### config.mk
export PLATFORM = sky130hd
export DESIGN_NAME = regfile_sb
export DESIGN_NICKNAME = d
export VERILOG_FILES = /design/src/rtl/regfile_pkg.sv /design/src/rtl/dff.sv /design/src/rtl/regfile_scoreboard.sv /design/src/rtl/regfile_sb.sv
export SDC_FILE = /design/constraint.sdc
export NUM_CORES = 2
export LEC_CHECK = 0
export CAP_MARGIN = 15
export CORE_MARGIN = 5
export CORE_UTILIZATION = 55
export DETAILED_ROUTE_END_ITERATION = 8
export PLACE_DENSITY = 0.72
export SYNTH_ARGS = -nofsm -noshare
export SYNTH_HDL_FRONTEND = slang
export SYNTH_SLANG_ARGS = --single-unit
### constraint.sdc
create_clock -name clk -period 5.65 [get_ports clk]
set_clock_uncertainty 0.1 [all_clocks]
set_input_delay 1.4125 -clock clk [delete_from_list [all_inputs] [get_ports clk]]
set_output_delay 1.4125 -clock clk [all_outputs]
set_load 0.02 [all_outputs]
### src/rtl/regfile_pkg.sv
// rtl/regfile_pkg.sv - shared defaults and address types for the register file
package regfile_pkg;

  localparam int DEF_DATA_WIDTH = 32;
  localparam int DEF_NUM_REGS   = 32;
  localparam int DEF_NUM_READ   = 2;
  localparam int DEF_ADDR_WIDTH = $clog2(DEF_NUM_REGS);

  typedef logic [DEF_ADDR_WIDTH-1:0] reg_addr_t;

  // Hard-wired zero register.
  localparam reg_addr_t X0 = '0;

endpackage

### src/rtl/dff.sv
// rtl/dff.sv - enabled D flip-flop bank with asynchronous active-low clear
//   clk  : clock, rising edge
//   rst  : asynchronous active-low reset, clears q
//   en   : load enable
//   d    : next value
//   q    : stored value
module dff #(
  parameter int WIDTH = 1
) (
  input  logic             clk,
  input  logic             rst,
  input  logic             en,
  input  logic [WIDTH-1:0] d,
  output logic [WIDTH-1:0] q
);

  logic [WIDTH-1:0] q_q;

  always_ff @(posedge clk or negedge rst) begin
    if (!rst)    q_q <= '0;
    else if (en) q_q <= d;
  end

  assign q = q_q;

endmodule

### src/rtl/regfile_scoreboard.sv
// rtl/regfile_scoreboard.sv - busy-bit scoreboard with reservation count
//   clk, rst    : clock and asynchronous active-low reset
//   iss_valid   : reserve iss_addr when iss_ready
//   iss_addr    : destination to reserve
//   iss_ready   : destination is free (or x0)
//   wr_en       : writeback strobe, releases wr_addr
//   wr_addr     : writeback destination
//   flush       : drop every reservation
//   busy        : per-register busy vector (bit 0 always 0)
//   pending_cnt : number of reserved registers
module regfile_scoreboard import regfile_pkg::*; #(
  parameter  int NUM_REGS   = DEF_NUM_REGS,
  parameter  int ADDR_WIDTH = $clog2(NUM_REGS),
  localparam int CNT_WIDTH  = $clog2(NUM_REGS + 1)
) (
  input  logic                  clk,
  input  logic                  rst,
  input  logic                  iss_valid,
  input  logic [ADDR_WIDTH-1:0] iss_addr,
  output logic                  iss_ready,
  input  logic                  wr_en,
  input  logic [ADDR_WIDTH-1:0] wr_addr,
  input  logic                  flush,
  output logic [NUM_REGS-1:0]   busy,
  output logic [CNT_WIDTH-1:0]  pending_cnt
);

  logic [NUM_REGS-1:0]  busy_q, busy_d;
  logic [CNT_WIDTH-1:0] cnt_q, cnt_d;
  logic                 iss_set;
  logic                 wb_clr;

  // No look-ahead on a same-cycle writeback: a busy destination stalls
  // until the release is visible in busy_q.
  assign iss_ready = (iss_addr == '0) || !busy_q[iss_addr];

  assign iss_set = iss_valid && iss_ready && (iss_addr != '0) && !flush;
  assign wb_clr  = wr_en && (wr_addr != '0) && busy_q[wr_addr];

  // iss_set implies iss_addr is free while wb_clr implies wr_addr is busy,
  // so the two never target the same register in one cycle.
  always_comb begin
    busy_d = busy_q;
    if (wb_clr)  busy_d[wr_addr]  = 1'b0;
    if (iss_set) busy_d[iss_addr] = 1'b1;
    if (flush)   busy_d = '0;
  end

  always_comb begin
    cnt_d = cnt_q + CNT_WIDTH'(iss_set) - CNT_WIDTH'(wb_clr);
    if (flush) cnt_d = '0;
  end

  always_ff @(posedge clk or negedge rst) begin
    if (!rst) begin
      busy_q <= '0;
      cnt_q  <= '0;
    end else begin
      busy_q <= busy_d;
      cnt_q  <= cnt_d;
    end
  end

  assign busy        = busy_q;
  assign pending_cnt = cnt_q;

endmodule

### src/rtl/regfile_sb.sv
// rtl/regfile_sb.sv - multi-read-port register file with busy-bit scoreboard
//   Optional feature macro: RF_BYPASS_EN (same-cycle writeback forwarding)
//   clk, rst    : clock and asynchronous active-low reset
//   rd_addr     : NUM_READ packed read addresses
//   rd_data     : NUM_READ packed read data
//   rd_busy     : per-port source-busy flag
//   iss_valid/iss_addr/iss_ready : destination reservation handshake
//   wr_en/wr_addr/wr_data        : writeback port
//   flush       : clear all reservations
//   pending_cnt : number of reserved registers
module regfile_sb import regfile_pkg::*; #(
  parameter  int DATA_WIDTH = DEF_DATA_WIDTH,
  parameter  int NUM_REGS   = DEF_NUM_REGS,
  parameter  int NUM_READ   = DEF_NUM_READ,
  parameter  int ADDR_WIDTH = $clog2(NUM_REGS),
  localparam int CNT_WIDTH  = $clog2(NUM_REGS + 1)
) (
  input  logic                           clk,
  input  logic                           rst,
  input  logic [NUM_READ*ADDR_WIDTH-1:0] rd_addr,
  output logic [NUM_READ*DATA_WIDTH-1:0] rd_data,
  output logic [NUM_READ-1:0]            rd_busy,
  input  logic                           iss_valid,
  input  logic [ADDR_WIDTH-1:0]          iss_addr,
  output logic                           iss_ready,
  input  logic                           wr_en,
  input  logic [ADDR_WIDTH-1:0]          wr_addr,
  input  logic [DATA_WIDTH-1:0]          wr_data,
  input  logic                           flush,
  output logic [CNT_WIDTH-1:0]           pending_cnt
);

  logic [DATA_WIDTH-1:0] regs [NUM_REGS];
  logic [NUM_REGS-1:0]   busy;

  regfile_scoreboard #(
    .NUM_REGS   (NUM_REGS),
    .ADDR_WIDTH (ADDR_WIDTH)
  ) u_sb (
    .clk         (clk),
    .rst         (rst),
    .iss_valid   (iss_valid),
    .iss_addr    (iss_addr),
    .iss_ready   (iss_ready),
    .wr_en       (wr_en),
    .wr_addr     (wr_addr),
    .flush       (flush),
    .busy        (busy),
    .pending_cnt (pending_cnt)
  );

  // x0 has no storage; every other register loads on a decoded write hit.
  for (genvar r = 0; r < NUM_REGS; r++) begin : g_reg
    if (r == 0) begin : g_zero
      assign regs[r] = '0;
    end else begin : g_store
      dff #(.WIDTH(DATA_WIDTH)) u_dff (
        .clk (clk),
        .rst (rst),
        .en  (wr_en && (wr_addr == ADDR_WIDTH'(r))),
        .d   (wr_data),
        .q   (regs[r])
      );
    end
  end

  always_comb begin
    logic [ADDR_WIDTH-1:0] a;
    a       = '0;
    rd_data = '0;
    rd_busy = '0;
    for (int p = 0; p < NUM_READ; p++) begin
      a = rd_addr[p*ADDR_WIDTH +: ADDR_WIDTH];
      rd_data[p*DATA_WIDTH +: DATA_WIDTH] = regs[a];
      rd_busy[p]                          = busy[a];
`ifdef RF_BYPASS_EN
      if (wr_en && (wr_addr == a) && (a != '0)) begin
        rd_data[p*DATA_WIDTH +: DATA_WIDTH] = wr_data;
        rd_busy[p]                          = 1'b0;
      end
`endif
    end
  end

endmodule
# ---- Yosys cells after proc, flatten, opt, wreduce, memory -nomap -nowiden
# Index checks and enable logic that the tools add are counted.
dict set report totals {
  mem_count 0
  output_inout_bits 73
  latchBits 0
  ramBits 0
  regBits 1030
  in_bits 57
  rom_bits 0
  word_cells 145
}
dict set report op_classes {
  n_addsub 2
  multipliers 0
  reduce_logical 44
  n_bitwise 5
  n_lt_le_gt_ge 8
  div_mod_pow 0
  eq_ne 31
  shifts 0
  mux 22
}
# operator count
set op_table {}
lappend op_table {{binary-select mux 32 bit (select 5 bit)} 2}
lappend op_table {{2-to-1 mux 32 bit} 7}
lappend op_table {{== test 5 bit, second input constant} 16}
lappend op_table {{== test 5 x 4 -> 1 bit, second input constant} 8}
lappend op_table {{logical AND 1 bit} 38}
lappend op_table {{bitwise AND 32 bit} 1}
lappend op_table {{inverter 32 bit} 1}
lappend op_table {{OR 32 bit} 1}
lappend op_table {{< comparator 5 x 6 -> 1 bit, second input constant} 4}
lappend op_table {{binary-select mux 1 bit (select 5 bit)} 4}
lappend op_table {{== test 5 x 3 -> 1 bit, second input constant} 4}
lappend op_table {{greater-or-equal comparator 6 bit, second input constant} 2}
lappend op_table {{inverter 5 -> 6 bit} 2}
lappend op_table {{demux 1 bit (select 5 bit)} 2}
lappend op_table {{== test 5 x 2 -> 1 bit, second input constant} 2}
lappend op_table {{greater-or-equal comparator 5 x 1 -> 1 bit, second input constant} 2}
lappend op_table {{nonzero test 5 bit} 2}
lappend op_table {{adder 6 x 1 -> 6 bit} 1}
lappend op_table {{2-to-1 mux 1 bit} 6}
lappend op_table {{2-to-1 mux 6 bit} 1}
lappend op_table {{subtractor 6 x 1 -> 6 bit} 1}
lappend op_table {{== test 5 x 1 -> 1 bit, second input constant} 1}
lappend op_table {{zero test 5 bit} 1}
lappend op_table {{zero test 1 bit} 2}
lappend op_table {{logical OR 1 bit} 1}

# ---- Logic depth before layout (Yosys ltp)
dict set report depth {
  depth_word 10
  mapped_depth 16
  ltp_nobuf 14
}

# ---- Modules after synthesis
# A second synthesis with hierarchy kept.
dict set report hier_totals {
  cells_unflattened 3846
  area_unflattened_um2 60927.2
}
# mod area_each_um2 cells_each seq_area_each_um2 instances
set by_module_without_submodules {}
lappend by_module_without_submodules {dff 1345.0 68 800.8 31}
lappend by_module_without_submodules {regfile_sb 16703.5 1488 0.0 1}
lappend by_module_without_submodules {regfile_scoreboard 2527.4 250 950.9 1}

# ---- Worst setup path after synthesis
# OpenSTA, ideal clock, no wires.
dict set report synth_timing {
  path_type {input to output}
  startpoint {in rd_addr[0]}
  endpoint {out rd_data[10]}
  required_ns 4.138
  path_stages 7
  setup_slack_ns 1.013
  n_path_buf 4
  arrival_time_ns 3.124
  cell_sequence {buf_2 buf_4 buf_4 buf_2 mux4_2 mux2i_1 o221ai_1}
}
dict set report synth_between {
  elab_chain_cells 4
}
# element line_no
set synth_rtl {}
lappend synth_rtl {{start, declared} regfile_sb.sv:20} ;# input logic [NUM_READ*ADDR_WIDTH-1:0] rd_addr,
lappend synth_rtl {{inverter 5 -> 6 bit (implied by the code)} regfile_sb.sv:74} ;# rd_data[p*DATA_WIDTH +: DATA_WIDTH] = regs[a];
lappend synth_rtl {{binary-select mux 32 bit (select 5 bit)} regfile_sb.sv:74}
lappend synth_rtl {{2-to-1 mux 32 bit (implied by the code) (2 in series)} regfile_sb.sv:74}
lappend synth_rtl {{end, declared} regfile_sb.sv:21} ;# output logic [NUM_READ*DATA_WIDTH-1:0] rd_data,
# Every way passes these cells. The select of a mux whose other input is x is not followed.

# ---- Worst setup path in the final report
dict set report layout_timing {
  startpoint {in rd_addr[5]}
  endpoint {out rd_data[32]}
}
# The elaborated chain is that of the path after synthesis.

==> impl_metrics.py <==
metrics = {
    "outcome": {
        "status": "complete, no violations",
    },
    "pwr": {
        "p_seq_frac": 0.441,
        "p_sw_mw": 6.01,
        "intPower_mw": 16.2,
        "ir_drop_uv": 282,
        "p_clk_frac": 0.340,
        "power.leakage_nw": 27.1,
        "combPwrFrac": 0.219,
        "switching_share": 0.271,
        "power_density_mw_per_mm2": 350,
        "fin_total_pwr_mw": 22.2,
    },
    "clock_tree": {
        "holdBufCountCts": 0,
        "clkTransAtPathRegs_ps": 50,
        "cts.sink_count": 1030,
        "ctsResizeCount": 0,
        "cts.htree.levels": 3,
        "root_buffer": "clkbuf_16",
        "cts_setup_buffers": 0,
        "cts_tree": "yes",
        "clk_latency_ps": 700,
        "clockBufferDepth": 3,
        "numCtsBuffers": 112,
    },
    "placement": {
        "io_buffers": 129,
        "hpwl_um": 98100,
        "place_congestion": 0.842,
    },
    "global_route": {
        "grt_pass1_wl_um": 242000,
        "grt_pass1_vias": 37059,
        "grt_overflow": 0,
        "grt_use_total": 0.296,
        "grt_max_degree": 124,
        "antenna_found_initial": 0,
    },
    "logic_synthesis": {
        "synth_cells": 3723,
        "ys_seq_area_frac": 0.460,
        "yosysMostFrequentCell": "mux2_2",
        "synth-edff-count": 0,
        "yosysUniqueCellTypes": 56,
        "syn_area_mm2": 0.0561,
        "synth_seq_cells": 1030,
        "synth-async-reset-ratio": 1.00,
        "synth_ff_type": "dfrtp_1",
        "ys_warn_count": 0,
        "synth_top_area_cell": "dfrtp_1",
        "netlist_top_cells_count": "mux2_2, dfrtp_1, mux4_2",
        "yosys-top-cells-area": "dfrtp_1, mux2_2, mux4_2",
        "synth_nets": 3787,
        "synth_area_per_cell_um2": 15.1,
        "netlist.area_leader.share": 0.460,
    },
    "setup_path": {
        "cp_data_arrival_time_ps": 4020,
        "cp_data_required_time_ps": 4140,
        "cp-start-kind": "input pin",
        "worstSetupPathType": "input pin to output pin",
        "slowest_delay_ps": 560,
        "critical_path.max_fanout": 18,
        "worstRegToRegCells": 14,
        "r2r_slack_ps": 2040,
        "reg2reg_to": "u_sb.pending_cnt[4]$_DFF_PN0_",
        "crit_chain": "buf_8 > buf_12 > buf_12 > mux4_1 > mux4_2 > nand2_1 > o211ai_1 > buf_4 > clkdlybuf4s50_1",
        "cp_slowest_cell": "mux4_1",
        "endpoint_kind": "output pin",
        "path_common_cell": "buf_12",
        "r2r_start": "u_sb.busy[22]$_DFF_PN0_",
    },
    "sta": {
        "rsz0062_at_grt": "no",
        "fin_tns_setup_ps": 0,
        "fmax_mhz": 181,
        "period_minus_slack_ps": 5530,
        "worst_pin_slew_ps": 1270,
        "drv_slew": 0,
        "finalHoldViolations": 0,
        "maxSlewHeadroom": 0.152,
        "period_share": 0.979,
        "setup_viol": 0,
    },
    "detailed_routing": {
        "firstDrtPassIters": 5,
        "ant_nets": 0,
        "wl_um": 159000,
        "viasPerCell": 6.80,
        "drc_errors": 0,
        "num_vias": 35449,
        "routedWlPerCell_um": 30.4,
        "first_iter_violations": 3251,
    },
    "layout": {
        "fin_nets": 3815,
        "drive_gt1_frac": 0.520,
        "multi_input_area_mm2": 0.0285,
        "seq_area_mm2": 0.0258,
        "area_growth_pct": 13.4,
        "num-fill-cells": 7471,
    },
    "floorplanning": {
        "rows": 117,
        "initial_core_util": 0.552,
        "die_w_um": 329,
        "die_h_um": 329,
        "ios": 130,
        "design.core.area_mm2": 0.101,
        "dieArea_mm2": 0.108,
    },
    "hold_path": {
        "hold_end": "g_reg[10].g_store.u_dff.q[22]$_DFFE_PN0P_",
        "holdPathStages": 1,
        "hp-start": "g_reg[10].g_store.u_dff.q[22]$_DFFE_PN0P_",
        "hold_class": "flop to flop",
    },
    "run": {
        "cap_violations": 0,
    },
}
==> per-layer routing <==
metal  GRT usage  wire (um)  up-vias
met2       0.470      75600     1464
met1       0.409      64100    19050
met5           0          0        -
li1            -          -    14537
met3      0.0569      11600      398
met4       0.120       7250        0
==> state kept, by name, summed over array words and instances (netlist names) <==
signal	count
u_sb.busy	32
g.g_store.u_dff.q	992
u_sb.pending_cnt	6
==> cell usage in the layout, fill, tap and decap left out, types with 3 or more instances in the layout <==
cell / count
mux4_1: 28
inv_1: 16
o32ai_1: 3
nand4_1: 6
nand2b_1: 7
clkbuf_1: 23
a32o_1: 19
nand3_1: 12
nor2_4: 18
nor2b_4: 5
buf_12: 74
o22ai_1: 4
clkbuf_8: 35
nand2_2: 11
buf_8: 6
clkinvlp_4: 4
clkdlybuf4s50_1: 120
clkinv_2: 22
buf_4: 111
nor3_1: 3
a21oi_1: 6
nand2_1: 156
clkbuf_16: 114
o221ai_1: 33
nor2_1: 18
mux2i_1: 110
mux4_2: 480
o21ai_0: 71
dfrtp_1: 1030
clkinv_8: 3
nor2b_1: 14
o211ai_1: 35
ha_1: 6
mux2_2: 1096
a22oi_1: 96
bufinv_16: 7
==> worst max-delay path, delay by kind of cell <==
kind            cells  cell delay, ps
mux                 2            1020
compound gates      1             250
simple gates        1              80
buf+inv             5            1230
==> layout make-up <==
cell class / instances / share of cell area
multi-input cells: 2276 / 0.449
flip-flops and latches: 1030 / 0.405
repair buffers: 314 / 0.0574
clock buffers: 171 / 0.0536
well taps: 1368 / 0.0269
clock inverters: 38 / 0.00673
inverters: 17 / 0.00100
diodes: 1 / 0.0000394
==> logic make-up (layout without fill, tap and decap cells) <==
kind of cell    count (synthesis)  in the layout  synth area share
compound gates                280            280            0.0358
fa+ha+maj                       7              7           0.00170
other cells                     0              1                 0
mux                          1714           1714             0.446
flops                        1030           1030             0.460
buf+inv                       417            540            0.0349
xor+xnor                        4              4          0.000625
simple gates                  271            271            0.0213
==> worst max-delay path by stage <==
stage | slack, ps | cells after the start | from | to
after detailed placement | 140 | 9 | rd_addr[5] | rd_data[32]
after CTS | 140 | 9 | rd_addr[5] | rd_data[32]
after floorplan | 1010 | 7 | rd_addr[0] | rd_data[10]
after global routing | 40 | 9 | rd_addr[5] | rd_data[32]
final | 120 | 9 | rd_addr[5] | rd_data[32]
after global placement | 140 | 9 | rd_addr[5] | rd_data[32]
==> stage by stage <==
| step | instance area (um2) | utilization | hold slack [ps] | std cells | setup WS, ps |
|---|---|---|---|---|---|
| after floorplan | 56100 | - | 388 | 3723 | 1010 |
| after global placement | 59700 | 0.589 | 399 | 5004 | 144 |
| after detailed placement | 59700 | 0.589 | 406 | 5004 | 139 |
| after CTS | 63500 | 0.626 | 422 | 5213 | 139 |
| after global routing | 63600 | 0.627 | 435 | 5214 | 36.8 |
| final | 63600 | 0.627 | 421 | 5215 | 116 |
==> power groups by stage <==
stage          clock [mW]  combinational (mW)  sequential, mW
2_1_floorplan           0                3.63            9.54
3_3_place_gp            0                4.76            9.79
3_5_place_dp            0                4.88            9.89
4_1_cts              7.68                4.89            9.78
5_1_grt              7.98                5.23            9.98
6_report             7.57                4.87            9.79
No activity file was read; power rests on OpenSTA's default activity.
